### src/rtl/cpu_out_display.sv
// Shows the CPU's 8-bit output value as unsigned decimal on a 4-digit multiplexed
// common-anode seven-segment display, using a sequential double-dabble converter.
module cpu_out_display #(
   parameter int REFRESH_COUNT = 100000,
   parameter int LZ_BLANK      = 1
) (
   input  logic        boardCLK,
   input  logic        reset,
   input  logic [7:0]  cpuOut,
   output logic [6:0]  seg,
   output logic        dp,
   output logic [3:0]  an,
   output logic [11:0] bcd,
   output logic        busy,
   output logic [1:0]  state_dbg
);

   // Handshake: busy rises the edge after a new cpuOut value is accepted and falls
   // on the same edge that bcd is updated; bcd is a completed result whenever busy is low.
   typedef enum logic [1:0] {IDLE = 2'd0, SHIFT = 2'd1, DONE = 2'd2} state_t;

   localparam int CW = (REFRESH_COUNT > 1) ? $clog2(REFRESH_COUNT) : 1;
   localparam logic [CW-1:0] REFRESH_LAST = CW'(REFRESH_COUNT - 1);
   localparam logic [6:0] SEG_BLANK = 7'b1111111;

   state_t       state, state_nxt;
   logic [7:0]   last_value, last_nxt;
   logic [7:0]   shreg, shreg_nxt;
   logic [11:0]  scratch, scratch_nxt, adj;
   logic [11:0]  bcd_nxt;
   logic [3:0]   iter, iter_nxt;
   logic         busy_nxt;

   logic [CW-1:0] refresh_cnt;
   logic [1:0]    digit_idx;
   logic [6:0]    seg_nxt;
   logic [3:0]    an_nxt;

   function automatic logic [6:0] seg_code(input logic [3:0] d);
      case (d)
         4'd0:    seg_code = 7'b1000000;
         4'd1:    seg_code = 7'b1111001;
         4'd2:    seg_code = 7'b0100100;
         4'd3:    seg_code = 7'b0110000;
         4'd4:    seg_code = 7'b0011001;
         4'd5:    seg_code = 7'b0010010;
         4'd6:    seg_code = 7'b0000010;
         4'd7:    seg_code = 7'b1111000;
         4'd8:    seg_code = 7'b0000000;
         4'd9:    seg_code = 7'b0010000;
         default: seg_code = SEG_BLANK;
      endcase
   endfunction

   // Add-3 correction applied to every scratch nibble before each shift.
   always_comb begin
      adj = scratch;
      for (int i = 0; i < 3; i++) begin
         if (scratch[4*i +: 4] >= 4'd5) adj[4*i +: 4] = scratch[4*i +: 4] + 4'd3;
      end
   end

   always_comb begin
      state_nxt   = state;
      last_nxt    = last_value;
      shreg_nxt   = shreg;
      scratch_nxt = scratch;
      iter_nxt    = iter;
      bcd_nxt     = bcd;
      busy_nxt    = busy;
      case (state)
         IDLE: begin
            if (cpuOut != last_value) begin
               shreg_nxt   = cpuOut;
               last_nxt    = cpuOut;
               scratch_nxt = 12'h000;
               iter_nxt    = 4'd0;
               busy_nxt    = 1'b1;
               state_nxt   = SHIFT;
            end
         end
         SHIFT: begin
            {scratch_nxt, shreg_nxt} = {adj, shreg} << 1;
            iter_nxt = iter + 4'd1;
            if (iter == 4'd7) state_nxt = DONE;
         end
         DONE: begin
            bcd_nxt   = scratch;
            busy_nxt  = 1'b0;
            state_nxt = IDLE;
         end
         default: state_nxt = IDLE;
      endcase
   end

   always_ff @(posedge boardCLK or posedge reset) begin
      if (reset) begin
         state      <= IDLE;
         last_value <= 8'h00;
         shreg      <= 8'h00;
         scratch    <= 12'h000;
         iter       <= 4'd0;
         bcd        <= 12'h000;
         busy       <= 1'b0;
      end else begin
         state      <= state_nxt;
         last_value <= last_nxt;
         shreg      <= shreg_nxt;
         scratch    <= scratch_nxt;
         iter       <= iter_nxt;
         bcd        <= bcd_nxt;
         busy       <= busy_nxt;
      end
   end

   always_ff @(posedge boardCLK or posedge reset) begin
      if (reset) begin
         refresh_cnt <= '0;
         digit_idx   <= 2'd0;
      end else if (refresh_cnt == REFRESH_LAST) begin
         refresh_cnt <= '0;
         digit_idx   <= digit_idx + 2'd1;
      end else begin
         refresh_cnt <= refresh_cnt + 1'b1;
      end
   end

   // Anode and segments are both registered from digit_idx so they switch on the same edge.
   always_comb begin
      an_nxt  = ~(4'b0001 << digit_idx);
      seg_nxt = SEG_BLANK;
      case (digit_idx)
         2'd0: seg_nxt = seg_code(bcd[3:0]);
         2'd1: if (!((LZ_BLANK != 0) && bcd[11:8] == 4'd0 && bcd[7:4] == 4'd0))
                  seg_nxt = seg_code(bcd[7:4]);
         2'd2: if (!((LZ_BLANK != 0) && bcd[11:8] == 4'd0))
                  seg_nxt = seg_code(bcd[11:8]);
         default: seg_nxt = SEG_BLANK;
      endcase
   end

   always_ff @(posedge boardCLK or posedge reset) begin
      if (reset) begin
         an  <= 4'b1110;
         seg <= 7'b1000000;
         dp  <= 1'b1;
      end else begin
         an  <= an_nxt;
         seg <= seg_nxt;
         dp  <= 1'b1;
      end
   end

   assign state_dbg = state;

endmodule
### config.mk
export PLATFORM = sky130hd
export DESIGN_NAME = cpu_out_display
export DESIGN_NICKNAME = d
export VERILOG_FILES = /design/src/rtl/cpu_out_display.sv
export SDC_FILE = /design/constraint.sdc
export NUM_CORES = 1
export LEC_CHECK = 0
export BUFFER_PORTS_ARGS = -buffer_cell sky130_fd_sc_hd__clkbuf_2
export CORE_MARGIN = 4
export CORE_UTILIZATION = 64
export CTS_CLUSTER_SIZE = 24
export DETAILED_ROUTE_END_ITERATION = 7
export HOLD_SLACK_MARGIN = 0.08
export PLACE_DENSITY = 0.85
export SYNTH_ARGS = -nofsm -noshare
export SYNTH_HDL_FRONTEND = slang
export SYNTH_SLANG_ARGS = --single-unit
### constraint.sdc
create_clock -name boardCLK -period 4.6 [get_ports boardCLK]
set_input_delay 0.23 -clock boardCLK [delete_from_list [all_inputs] [get_ports boardCLK]]
set_output_delay 0.23 -clock boardCLK [all_outputs]
set_load 0.05 [all_outputs]
* Word-level counts from Yosys, hierarchy flattened *
Memories as Yosys holds them, arrays and structs flattened.
Index checks and enable logic that the tools add are counted.

word-level totals
  ROM bits = 336
  bits in registers = 77
  logic and storage cells = 63
  memories = 3
  output and inout port bits = 27

memory list
  memory           words  bits a word  read ports  clocked after memory_dff  wr ports  RTL line  source
  (no name shown)  16     7            1           0                         0         40        case (d)
  (no name shown)  16     7            1           0                         0         40
  (no name shown)  16     7            1           0                         0         40

cells by class
  bitwise operators = 1
  reduce and logical (&&, ||, !) cells = 11
  shift operators = 1
  add/subtract/negate cells = 6
  $lt $le $gt $ge = 3
  equal/unequal tests = 9
  mux-type cells = 18

operators with widths
  kind                     count
  $pmux W12 S2             1
  $pmux W7 S3              1
  $add A17 B1 Y17 const B  1
  $eq A17 B17 Y1 const B   1
  $mux W17                 1
  $pmux W8 S2              1
  $mux W7                  2
  $ge A4 B3 Y1 const B     3
  $mux W12                 1
  $mux W4                  3
  $add A4 B2 Y4 const B    2
  $logic_not A4 Y1         2
  $mux W8                  1
  $ne A8 B8 Y1             1
  $pmux W4 S2              1
  $reduce_and A2 Y1        4
  $add A4 B1 Y4 const B    1
  $eq A2 B1 Y1 const B     2
  $eq A2 B2 Y1 const B     2
  $eq A4 B3 Y1 const B     1
  $logic_not A2 Y1         2
  $mux W2                  2
  $ne A2 B2 Y1 const B     2
  $not A4 Y4               1
  other kinds (9)          10

* Depth between registers and ports, before layout *
  word-level depth = 4
  depth in mapped cells = 6
  mapped depth without buffers = 6

* Least setup slack after synthesis *
No wires, ideal clock.

  path kind = register to register
  start point = register bcd[9]
  end point = register seg[2]
  clock period less this slack = 1.906 ns
  path buffers = 0
  cell stages (with the launch flop) = 7
  arrival time = 1.816 ns
  slack = 2.694 ns
  cells stage by stage = dfrtp_1 inv_1 ha_1 nand4bb_1 o31ai_1 o21ai_0 o2111ai_1

on the way
  word-level cells in the longest chain between the ends = 4
  elaborated cells on any way between the ends = 6
  classes of those cells = mux (3); reduce/logical (2); memory (1)

RTL lines
  what                                                    RTL line  source
  start: declaration                                      13        output logic [11:0] bcd,
  start signal: assignment                                111       bcd <= bcd_nxt;
  branches (longest 3 deep; another with $mem_v2 Z16 W7)  n/a
  $pmux W7 S3 (*)                                         132       case (digit_idx)
  via seg_nxt[2]                                          36        logic [6:0] seg_nxt;
  end signal: assignment                                  149       seg <= seg_nxt;
  end: declaration                                        10        output logic [6:0] seg,

Mark *: on every way through the listed nets, which the timed path passes.
A chain may end at the register's enable or synchronous reset.

* Final worst setup path *
Ends and elaborated chain as after synthesis.

==> key figures <==
Min path
  – Min-Delay Path Class: input port to register
  – Hold path endpoint: last_value[6]
  – WHS Path Cells: 2
  – Min-delay src: cpuOut[6]

Global routing
  – Initial antenna violation count: 0
  – GRT Overall Usage: about 24%
  – Grt met2 use: around 41%
  – GRT Residual Overflow: 0
  – Largest net degree at the start of global routing: 42
  – Grt peak-use layer: met2
  – Met1 usage: a little over 30%
  – Vias in the first global route: about 3200
  – First-pass GRT wire length: about 15000 um
  – GR Util met3: 5.12%

Logic synthesis
  – Synth Flop Type: dfrtp_1
  – Post-synth EDFFs: 0
  – Largest family of logic cells by synthesized area: simple AND/OR/NAND/NOR gates
  – Ys async rst share: 100%
  – Post-Synth Adder-Cell Area: roughly 9%
  – Compound-Gate Fraction of Synth Area: around 14%
  – Syn Nets: ~450
  – YS warnings: 0
  – Register bit count reported by yosys: slightly below 80
  – Syn Std Cell Area: between 4000 and 5000 um^2
  – Sequential area share after synthesis: a little under half
  – Synth Instances: between 400 and 500
  – Post-synthesis simple-gate area fraction: 15.8%
  – Mean Syn Cell Area: 10.2 um^2
  – Yosys cell types: 50
  – Post-Synth XOR/XNOR Area: between 5 and 6%
  – Mux contribution to synthesized area: roughly 4.6%

Final layout
  – Most frequent cells in the layout: dfrtp_1 (73), clkbuf_2 (35), nand2_1 (32), o21ai_0 (30), ha_1 (29)
  – Share of cells above drive strength 1: 17.9%
  – Nets: 480
  – Utilization after layout: a little over 70%
  – Most common cell after layout, fill and taps aside: dfrtp_1
  – Area delta synth->final: 9.77%
  – Ant diodes: 0
  – Fillers: 459

Floorplanning
  – Die width: roughly 90 um
  – Die area: just under 8000 um^2
  – Row count: 29
  – Die Y: 88.5 um
  – Starting Density: 65.7%
  – Core area: roughly 6300 um^2
  – Top-Level Pins: 37

Place
  – Pre-CTS WS: between 2 and 3 ns
  – Routability cong.: between 0.9 and 1
  – Port Buf Inserts: 35
  – Final HPWL DP: 5890 um

Clock network
  – Post-CTS Setup Bufs: 0
  – TritonCTS clock tree: done
  – Clock slew at reported path FFs: 0.07 ns
  – H-tree depth: 3
  – TritonCTS Buffers: 9
  – Clock root cell: clkbuf_8
  – Post_cts resized: 0
  – Clock Latency Late Sink: around 0.34 ns
  – Clk sinks: just under 80
  – Hold_buf cts: 1
  – Maximum root-to-sink buffer count: 2

Worst setup path
  – Worst EP arrival: about 2.2 ns
  – Cell family with the largest share of critical-path delay: compound AO/OA/AOI/OAI gates
  – Reg2reg setup slack: roughly 2.6 ns
  – Critical path cell sequence: inv_1 > ha_1 > nand4bb_1 > o31ai_1 > o21ai_0 > o2111ai_1
  – Slowest cell on the critical path: o31ai_1
  – R2R depth: 6
  – Critical Path Fanout Max: 7
  – Critical path data required time: ~4.9 ns
  – Reg2reg end: seg[2]
  – FF-to-FF Start: bcd[9]
  – CP Launch Type: register
  – Critical path endpoint category: register
  – Slowest Stage Delay on Critical Path: approximately 0.5 ns
  – Crit path buf inv count: 1
  – Crit path kind: register to register

Drt
  – Drt wl/cell: ~16 um
  – Vias post-DR: 3140
  – Initial drt markers: around 250
  – Remaining antenna violation count after routing: 0
  – Drt total wl: about 8400 um
  – First-pass DRT Iterations: 5
  – Residual DRC count: 0
  – Vias/cell: between 6 and 7

Pwr
  – Pwr dens: roughly 650 nW/um^2
  – Maximum vdd ir drop: ~0.46 mV
  – Lkg Pwr: approximately 0.0020 uW
  – Final Total Pwr: 2960 uW

STA
  – Final Slew Violations: 0
  – Fmax: 0.506 GHz
  – Unrepaired setup endpoints after global routing: no
  – Slew headroom: about 38%
  – Final hold slack: approximately 0.18 ns
  – Fin worst setup slack: ~2.6 ns
  – Final hold violations: 0
  – Min cycle time layout: 1.97 ns
  – Crit share post-route: 42.9%
  – Clock Skew: between 0.004 and 0.005 ns
  – Setup violations, final: 0
  – Slew @ Worst Pin: 0.936 ns
  – Fin Setup TNS: 0 ns

Outcome
  – Outcome: finished, final reports clean

Flow run
  – Max_cap viols: 0
## kinds of logic after synthesis
logic type / count (synthesis)
adder cells (fa/ha/maj): 29
other: 1
AND/OR/NAND/NOR: 121
AO/OA/AOI/OAI: 93
XOR/XNOR: 26
multiplexers: 17
buffers and inverters: 44
flip-flops: 77
## metal layers
| layer | vias to the layer above | wire length, um |
|---|---|---|
| met2 | 99 | 4170 |
| met5 | - | 0 |
| li1 | 1502 | - |
| met4 | 0 | 188 |
| met1 | 1517 | 3680 |
| met3 | 22 | 412 |
## worst register-to-register path, stage by stage (launching register included)
cell and delay (ns):
dfrtp_1 0.46, inv_1 0.16, ha_1 0.28, nand4bb_1 0.14, o31ai_1 0.50, o21ai_0 0.20, o2111ai_1 0.14
## stage by stage
step,cells,instance area (um^2)
floorplan,408,4150
global placement,506,4370
detailed placement,506,4370
CTS,523,4550
global route,523,4550
finish,523,4550
## cell usage after synthesis (3+ instances only)
| cell | n | share of area, % |
|---|---|---|
| dfrtp_1 | 73 | 44 |
| nand2_1 | 32 | 2.9 |
| o21ai_0 | 30 | 3.6 |
| ha_1 | 29 | 8.7 |
| inv_1 | 27 | 2.4 |
| nor2_1 | 22 | 2.0 |
| xnor2_1 | 22 | 4.6 |
| a21oi_1 | 21 | 2.5 |
| mux2_2 | 17 | 4.6 |
| clkbuf_1 | 13 | 1.2 |
| nand3_1 | 9 | 1.1 |
| nand2b_1 | 8 | 1.2 |
| o22ai_1 | 8 | 1.2 |
| a221o_1 | 7 | 1.7 |
| and2_1 | 7 | 1.1 |
| nand4_1 | 7 | 1.1 |
| nor3_1 | 6 | 0.72 |
| a311o_1 | 5 | 1.2 |
| nor2b_1 | 5 | 0.75 |
| o31ai_1 | 5 | 0.91 |
| and3_1 | 4 | 0.60 |
| dfstp_2 | 4 | 2.5 |
| nor3b_1 | 4 | 0.72 |
| xor2_1 | 4 | 0.84 |
| a211oi_1 | 3 | 0.54 |
| buf_2 | 3 | 0.36 |
| nor4b_1 | 3 | 0.63 |
| o2111ai_1 | 3 | 0.63 |
| o211ai_1 | 3 | 0.54 |
## sequential cells by signal, summed over array words and instances, names as in the netlist
register     cells
refresh_cnt     17
bcd             12
scratch         12
last_value       8
shreg            8
seg              7
an               4
iter             4
digit_idx        2
state_dbg        2
busy             1
## how the worst max path moves through the flow
stage | from | slack, ns | cells past startpoint | to
2_1_floorplan | reset | 2.41 | 1 | an[0]
3_5_place_dp | refresh_cnt[0] | 2.65 | 4 | digit_idx[1]
6_report | bcd[9] | 2.63 | 6 | seg[2]
5_1_grt | bcd[9] | 2.32 | 6 | seg[2]
4_1_cts | refresh_cnt[0] | 2.63 | 4 | digit_idx[1]
3_3_place_gp | refresh_cnt[0] | 2.74 | 4 | digit_idx[1]
## power breakdown
| group | switching, uW | internal [uW] | leakage (uW) | total (uW) |
|---|---|---|---|---|
| Sequential | 244 | 896 | 0.000958 | 1140 |
| Combinational | 839 | 528 | 0.000984 | 1370 |
| Clock | 228 | 225 | 0.0000905 | 453 |
| Total | 1310 | 1650 | 0.00203 | 2960 |
## cell type report
type	instances	area [um^2]	area share [%]
clock buffer	14	163	3.57
clock inverter	2	10.0	0.220
inverter	27	101	2.23
multi-input combinational	287	2040	44.9
sequential	77	1930	42.4
tap	77	96.3	2.12
timing repair buffer	39	208	4.56
(Power assumes the default switching activity.)
